==> src/rtl/la_readout_serializer_pkg.sv <==
// Shared definitions for the logic-analyzer readout serializer: FSM state
// encoding and the default frame sync byte.
package la_readout_serializer_pkg;

  typedef enum logic [2:0] {
    S_IDLE      = 3'd0,
    S_WAIT_DONE = 3'd1,
    S_HEADER    = 3'd2,
    S_FETCH     = 3'd3,
    S_WAIT_DATA = 3'd4,
    S_SEND      = 3'd5,
    S_REARM     = 3'd6
  } state_t;

  localparam logic [7:0] SYNC_BYTE_DEFAULT = 8'hA5;

endpackage

==> src/rtl/la_word_shifter.sv <==
// Holds one captured sample and hands it out a byte at a time, most
// significant byte first. `last` flags the final byte of the sample.
module la_word_shifter #(
  parameter int DATA_WIDTH = 128
) (
  input  logic                  clk,
  input  logic                  reset,
  input  logic                  load,
  input  logic                  shift,
  input  logic [DATA_WIDTH-1:0] data_in,
  output logic [7:0]            byte_out,
  output logic                  last
);

  localparam int NBYTES = DATA_WIDTH / 8;
  localparam int CW     = (NBYTES > 1) ? $clog2(NBYTES) : 1;

  logic [DATA_WIDTH-1:0] sr;
  logic [CW-1:0]         cnt;

  // Load a fresh sample, or move the next byte into the top position.
  always_ff @(posedge clk or posedge reset) begin
    if (reset) begin
      sr  <= '0;
      cnt <= '0;
    end else if (load) begin
      sr  <= data_in;
      cnt <= '0;
    end else if (shift) begin
      sr  <= sr << 8;
      cnt <= cnt + CW'(1);
    end
  end

  assign byte_out = sr[DATA_WIDTH-1 -: 8];
  assign last     = (cnt == CW'(NBYTES - 1));

endmodule

==> src/rtl/la_readout_serializer.sv <==
// Dumps a completed logic-analyzer capture as a byte stream: one sync byte,
// then every sample MSB-first, then a one-cycle rearm pulse to the analyzer.
//
// Byte handshake: a byte transfers on a rising clk edge where
// tx_valid && tx_ready; while tx_valid && !tx_ready, tx_valid and tx_data
// hold their values. tx_valid is high only in HEADER and SEND.
// Dropping la_done mid-frame aborts to IDLE without a rearm pulse.
module la_readout_serializer
  import la_readout_serializer_pkg::*;
#(
  parameter int         DATA_WIDTH   = 128,
  parameter int         ADDR_WIDTH   = 9,
  parameter int         READ_LATENCY = 1,
  parameter logic [7:0] SYNC_BYTE    = SYNC_BYTE_DEFAULT
) (
  input  logic                  clk,
  input  logic                  reset,
  input  logic                  start,
  input  logic                  la_done,
  output logic [ADDR_WIDTH-1:0] la_read_addr,
  input  logic [DATA_WIDTH-1:0] la_read_data,
  output logic                  la_rearm,
  output logic [7:0]            tx_data,
  output logic                  tx_valid,
  input  logic                  tx_ready,
  output logic                  busy,
  output logic [2:0]            dbg_state
);

  localparam int                  LCW       = (READ_LATENCY > 1) ? $clog2(READ_LATENCY) : 1;
  localparam logic [ADDR_WIDTH-1:0] ADDR_LAST = {ADDR_WIDTH{1'b1}};

  state_t          state_q, state_d;
  logic [LCW-1:0]  lat_cnt;
  logic            lat_last;
  logic            load, shift, next_sample;
  logic [7:0]      byte_out;
  logic            byte_last;

  assign lat_last = (lat_cnt == LCW'(READ_LATENCY - 1));

  // State register.
  always_ff @(posedge clk or posedge reset) begin
    if (reset) state_q <= S_IDLE;
    else       state_q <= state_d;
  end

  // Next-state and Moore outputs; la_done low aborts any transfer state.
  always_comb begin
    state_d     = state_q;
    tx_valid    = 1'b0;
    tx_data     = 8'h00;
    la_rearm    = 1'b0;
    load        = 1'b0;
    shift       = 1'b0;
    next_sample = 1'b0;
    case (state_q)
      S_IDLE: begin
        if (start) state_d = S_WAIT_DONE;
      end
      S_WAIT_DONE: begin
        if (la_done) state_d = S_HEADER;
      end
      S_HEADER: begin
        tx_valid = 1'b1;
        tx_data  = SYNC_BYTE;
        if (!la_done)      state_d = S_IDLE;
        else if (tx_ready) state_d = S_FETCH;
      end
      S_FETCH: begin
        if (!la_done) state_d = S_IDLE;
        else          state_d = S_WAIT_DATA;
      end
      S_WAIT_DATA: begin
        if (!la_done) state_d = S_IDLE;
        else if (lat_last) begin
          load    = 1'b1;
          state_d = S_SEND;
        end
      end
      S_SEND: begin
        tx_valid = 1'b1;
        tx_data  = byte_out;
        shift    = tx_ready;
        if (!la_done) state_d = S_IDLE;
        else if (tx_ready && byte_last) begin
          if (la_read_addr == ADDR_LAST) state_d = S_REARM;
          else begin
            next_sample = 1'b1;
            state_d     = S_FETCH;
          end
        end
      end
      S_REARM: begin
        la_rearm = 1'b1;
        state_d  = S_IDLE;
      end
      default: state_d = S_IDLE;
    endcase
  end

  // Sample address: cleared at frame start, stepped after each full sample.
  always_ff @(posedge clk or posedge reset) begin
    if (reset)                                 la_read_addr <= '0;
    else if (state_q == S_WAIT_DONE && la_done) la_read_addr <= '0;
    else if (next_sample)                      la_read_addr <= la_read_addr + ADDR_WIDTH'(1);
  end

  // Counts read-latency cycles spent waiting for the analyzer's data.
  always_ff @(posedge clk or posedge reset) begin
    if (reset)                      lat_cnt <= '0;
    else if (state_q == S_WAIT_DATA) lat_cnt <= lat_cnt + LCW'(1);
    else                            lat_cnt <= '0;
  end

  la_word_shifter #(.DATA_WIDTH(DATA_WIDTH)) u_shifter (
    .clk      (clk),
    .reset    (reset),
    .load     (load),
    .shift    (shift),
    .data_in  (la_read_data),
    .byte_out (byte_out),
    .last     (byte_last)
  );

  assign busy      = (state_q != S_IDLE);
  assign dbg_state = state_q;

endmodule

==> config.mk <==
export PLATFORM = sky130hd
export DESIGN_NAME = la_readout_serializer
export DESIGN_NICKNAME = d
export VERILOG_FILES = /design/src/rtl/la_readout_serializer_pkg.sv /design/src/rtl/la_word_shifter.sv /design/src/rtl/la_readout_serializer.sv
export SDC_FILE = /design/constraint.sdc
export NUM_CORES = 1
export LEC_CHECK = 0
export CORE_ASPECT_RATIO = 1.5
export CORE_UTILIZATION = 32
export DETAILED_ROUTE_END_ITERATION = 7
export GPL_TIMING_DRIVEN = 0
export PLACE_DENSITY = 0.61
export SYNTH_ARGS = -nofsm -noshare
export SYNTH_HDL_FRONTEND = slang
export SYNTH_HIERARCHICAL = 1
export SYNTH_SLANG_ARGS = --single-unit
==> constraint.sdc <==
create_clock -name clk -period 9.35 [get_ports clk]
set_input_delay 0.935 -clock clk [delete_from_list [all_inputs] [get_ports clk]]
set_output_delay 0.935 -clock clk [all_outputs]
set_load 0.02 [all_outputs]
==> impl_metrics.toml, run 1 <==
[routing]
dr.pass1.iters = 4
vias = 5346
routedWlPerCell_um = 15.9
viasPerCell = 4.69
drt_iter0_markers = 222
routed_wl_mm = 18.1
drc = 0
final_antenna_net_count = 0

[cells_and_area]
area_delta_synth_final_pct = 36.2
num_antenna_cells = 0
n_fill_cell = 2111
final_area_um2 = 9600
finalNetCount = 991
final_cell_mix = "155 x clkdlybuf4s50_1, 145 x dfrtp_1, 140 x nand2_1"
final_common_cell = "clkdlybuf4s50_1"
drive_gt1_share_pct = 10.0
post-route-util_pct = 44.4

[sta]
fmax_mhz = 300
grt_setup_unrepaired = "no"
fin_crit_ns = 3.33
setup_tns_ns = 0
setup_violations = 0
relSlewSlack_pct = 63.8
worst_slew_pin_slew_ns = 0.542
skew_ns = 0.00788
min_period_over_period_pct = 35.6
drv_slew = 0
final_hold_viol_count = 0
finalHoldWorstSlack_ns = 0.443

[pwr]
powerDensity_nw_per_um2 = 228
leakagePower_nw = 3.83
irDropWorstVdd_uv = 101
power.total_mw = 2.19

[setup_path]
arrival_ns = 2.40
path_cells = "buf_6, or2b_1, nor2_2, and2_1, clkdlybuf4s50_1"
slowest_stage = "clkdlybuf4s50_1"
reg2reg_depth = 9
end_kind = "primary output"
critPathBufInv = 2
start_kind = "register"
cp.required_ns = 8.42
cp_num_cells = 5
cp_top_family = "simple AND/OR/NAND/NOR gates"
critPathMaxStageDelay_ns = 0.60
path_max_fanout = 10
criticalPathCategory = "register to primary output"

[global_routing]
first_global_vias = 5584
busiest_layer = "met2"
use_met2_pct = 30.5
grt-ovfl-total = 0
grtUsageTotal_pct = 16.8
met1_usage_pct = 19.9
grt_pass1_wl_mm = 28.9
grtUsageMet3_pct = 3.16
antenna_found_initial = 0
grt_max_degree = 84

[clock_network]
cts-resized-gates = 0
h-tree-depth = 4
cts.clk_slew.worst_paths_ns = 0.06
clockRootBuffer = "clkbuf_16"
numCtsBuffers = 17
cts.sinks = 145
clk_latency_ns = 0.42
cts_tree = "done"
cts_setup_buffers = 0
holdBufCountCts = 0
clk_path_buf_depth = 2

[hold_path]
hold_depth = 1
hp-class = "register to register"

[logic_synthesis]
postSynthAreaPerCell_um2 = 10.4
synth_nets = 816
synth_cells = 680
ys_warn_count = 6
dominantRegCellSynth = "dfrtp_1"
syn_area_um2 = 7040
synth_edf_count = 0
ys_ff_latch = 145
synth-seq-area-share_pct = 51.5
ys_types = 45
synthArstFlopShare_pct = 100

[die]
core-area_um2 = 21600
rows = 66
io_pins = 156
start_util_pct = 32.6
dieWidth_um = 123
die-area_um2 = 22600
die_h_um = 184

[placement]
portBuffers = 155
place.gp.congestion = 0.776
placed_area_um2 = 8970
dp_hpwl_mm = 13.6

[flow_run]
maxCapViolCount = 0

[outcome]
status = "completed"
[registers in the layout, summed over array words and instances, names as in the netlist]
register / count
la_read_addr: 9
u_shifter/sr: 128
dbg_state: 3
lat_cnt: 1
u_shifter/cnt: 4
[cell families (layout without fill, tap and decap cells)]
| group | after synthesis | in the layout | share of synthesized area (%) |
|---|---|---|---|
| buffers and inverters | 59 | 247 | 5.76 |
| DFF | 145 | 145 | 51.5 |
| and+or+nand+nor | 201 | 201 | 13.4 |
| xor gates and xnor gates | 5 | 5 | 0.622 |
| muxes | 124 | 124 | 17.6 |
| AOI/OAI and AO/OA | 143 | 143 | 10.5 |
| adders and majority gates | 3 | 3 | 0.533 |
[worst paths after layout]
path | from | end | slack (ns)
setup reg to reg | dbg_state[1] | u_shifter/sr[57] | 7.02
min in group asynchronous | reset | u_shifter/sr[3] | 0.94
setup / recovery | dbg_state[1] | tx_data[3] | 6.02
hold / removal | lat_cnt | lat_cnt | 0.44
max in group asynchronous | reset | u_shifter/sr[87] | 7.62
hold reg to reg | lat_cnt | lat_cnt | 0.44
[metal layers]
layer / wire [um] / share of wire [%]
met5: 0 / 0
met4: 188 / 1.0
met3: 572 / 3.2
met2: 9810 / 54
met1: 7520 / 42
[synth_stat cells (all sizes together) (2+ instances only)]
cell type,count,share of area (%)
nor2,12,0.68
dfrtp,145,52
nor3,6,0.57
inv,3,0.16
ha,3,0.53
a21o,4,0.43
o21ai,129,9.2
o21a,2,0.21
and3,2,0.18
nand2,140,7.5
buf,43,4.9
nor4,3,0.44
nand4,2,0.18
nand2b,9,0.80
nand3b,2,0.39
a21oi,5,0.36
mux2i,123,17
xnor2,5,0.62
nand3,7,0.50
or2,2,0.21
clkbuf,13,0.69
and2,6,0.53
nor3b,3,0.39
[area by class of cell]
class / count / area [um2] / area share, %
Timing Repair Buffer: 156 / 1580 / 16.5
Buffer: 56 / 394 / 4.11
Clock inverter: 15 / 203 / 2.11
Clock buffer: 17 / 425 / 4.43
Sequential cell: 145 / 3630 / 37.8
Inverter: 3 / 16.3 / 0.170
Multi-Input combinational cell: 476 / 3010 / 31.4
Tap cell: 272 / 340 / 3.55
[metrics by stage]
step | cells | setup WS [ns]
floorplan | 680 | 4.89
global placement | 1107 | 2.77
detailed placement | 1108 | 6.37
CTS | 1140 | 5.92
global route | 1140 | 5.85
finish | 1140 | 6.02
[where the power goes]
group	leakage, nW	switching (mW)	internal, mW
Clock	0.305	0.278	0.450
Sequential	1.90	0.134	0.837
Combinational	1.63	0.225	0.261
Total	3.83	0.638	1.55
No activity file was read; power rests on OpenSTA's default activity.
==> run 2: changes to the inputs <==
- clock period: 9.35 -> 3.15 ns (I/O delays scaled with it)
==> impl_metrics.toml, run 2 (synthesis gave the netlist of run 1 again) <==
[sta]
worst_slew_pin_slew_ns = 0.607
min_period_over_period_pct = 84.0
fin_crit_ns = 2.65
setup_tns_ns = 0
fmax_mhz = 378
final_hold_viol_count = 0
drv_slew = 0
grt_setup_unrepaired = "no"
relSlewSlack_pct = 59.5
setup_violations = 0
skew_ns = 0.00834

[global_routing]
antenna_found_initial = 0
grt_max_degree = 38
grt_pass1_wl_mm = 28.7
grtUsageTotal_pct = 16.7
grt-ovfl-total = 0
first_global_vias = 5511

[flow_run]
maxCapViolCount = 0

[placement]
portBuffers = 155
placed_area_um2 = 9030
place.gp.congestion = 0.773
dp.cells = 1111
dp_hpwl_mm = 13.6

[cells_and_area]
multi_input_area_um2 = 3010
final_common_cell = "clkdlybuf4s50_1"
regMostFlops = "u_shifter/sr"
area.sequential_um2 = 3630
finalNetCount = 994
n_fill_cell = 2132
largest_reg_flops = 128
layoutNonFillerInstCount = 1143
drive_gt1_share_pct = 10.3
final_cell_mix = "155 x clkdlybuf4s50_1, 145 x dfrtp_1, 140 x nand2_1"
largest_registers = "u_shifter/sr x128, la_read_addr x9, u_shifter/cnt x4"
num_antenna_cells = 0
final_area_um2 = 9680
area_delta_synth_final_pct = 37.5

[routing]
dr.pass1.iters = 6
viasPerCell = 4.66
drt_iter0_markers = 250
drc = 0
final_antenna_net_count = 0
routed_wl_mm = 17.7
routedWlPerCell_um = 15.5
vias = 5321

[clock_network]
h-tree-depth = 4
numCtsBuffers = 17
cts-resized-gates = 0
holdBufCountCts = 0
clockRootBuffer = "clkbuf_16"
cts.clk_slew.worst_paths_ns = 0.06
cts_setup_buffers = 0
cts_tree = "done"
clk_path_buf_depth = 2
clk_latency_ns = 0.42
cts.sinks = 145

[die]
dieWidth_um = 123
rows = 66
die-area_um2 = 22600
die_h_um = 184
start_util_pct = 32.6
io_pins = 156
core-area_um2 = 21600

[setup_path]
start_kind = "register"
critPathMaxStageDelay_ns = 0.59
arrival_ns = 2.33
cp.required_ns = 2.83
slowest_stage = "clkdlybuf4s50_1"
end_kind = "primary output"
critPathBufInv = 2
criticalPathCategory = "register to primary output"
cp_top_family = "simple AND/OR/NAND/NOR gates"
path_cells = "buf_6, or2b_1, nor2_2, and2_1, clkdlybuf4s50_1"
path_max_fanout = 10

[hold_path]
hp-class = "input port to asynchronous set/reset pin"

[pwr]
power.total_mw = 6.55
irDropWorstVdd_uv = 355
powerDensity_nw_per_um2 = 676
leakagePower_nw = 3.87

[outcome]
status = "completed"
## run 2: changes by cell type in the layout (fill, tap and decap cells not counted), sizes merged
cell,previous run,this run
clkinv,4,3
clkbuf,30,34
clkinvlp,2,3
buf,44,47
inv,8,4
## run 2: path summary, 6_finish.rpt
kind / startpoint / slack [ns] / to / cells past startpoint
min in group clk: lat_cnt / 0.43 / lat_cnt / 1
worst max-delay path: dbg_state[1] / 0.50 / tx_data[6] / 5
worst min register to register: lat_cnt / 0.43 / lat_cnt / 1
max in group asynchronous: reset / 2.00 / u_shifter/sr[64] / 4
worst max register to register: dbg_state[1] / 0.84 / u_shifter/sr[55] / 9
worst min-delay path: reset / 0.33 / la_read_addr[6] / 2
## run 2: through the flow
step	utilization, %	worst slack (ns)	hold WS [ns]
after CTS	44.7	0.426	0.331
after detailed placement	41.7	0.757	0.432
final	44.7	0.503	0.334
after floorplan	-	1.07	0.192
after global placement	41.3	-0.124	0.424
after global routing	44.7	0.315	0.353
## run 2: layer usage
| metal | up-vias | global-route usage (%) | routed length, um |
|---|---|---|---|
| met3 | 10 | 3.07 | 502 |
| met4 | 0 | 4.77 | 203 |
| met2 | 99 | 29.7 | 9440 |
| met5 | - | 0 | 0 |
| li1 | 2693 | - | - |
| met1 | 2519 | 20.3 | 7580 |
## run 2: where the power goes
part	switching (mW)	internal, mW
clock	0.793	1.42
combinational	0.668	0.782
sequential	0.399	2.49
## run 2: final cells by class
class	instances	share of cell area (%)
clock buffer	21	4.96
clock inverter	11	1.81
sequential	145	37.5
inverter	3	0.155
multi-input combinational	476	31.1
timing repair buffer	159	16.9
tap	272	3.52
buffer	56	4.07
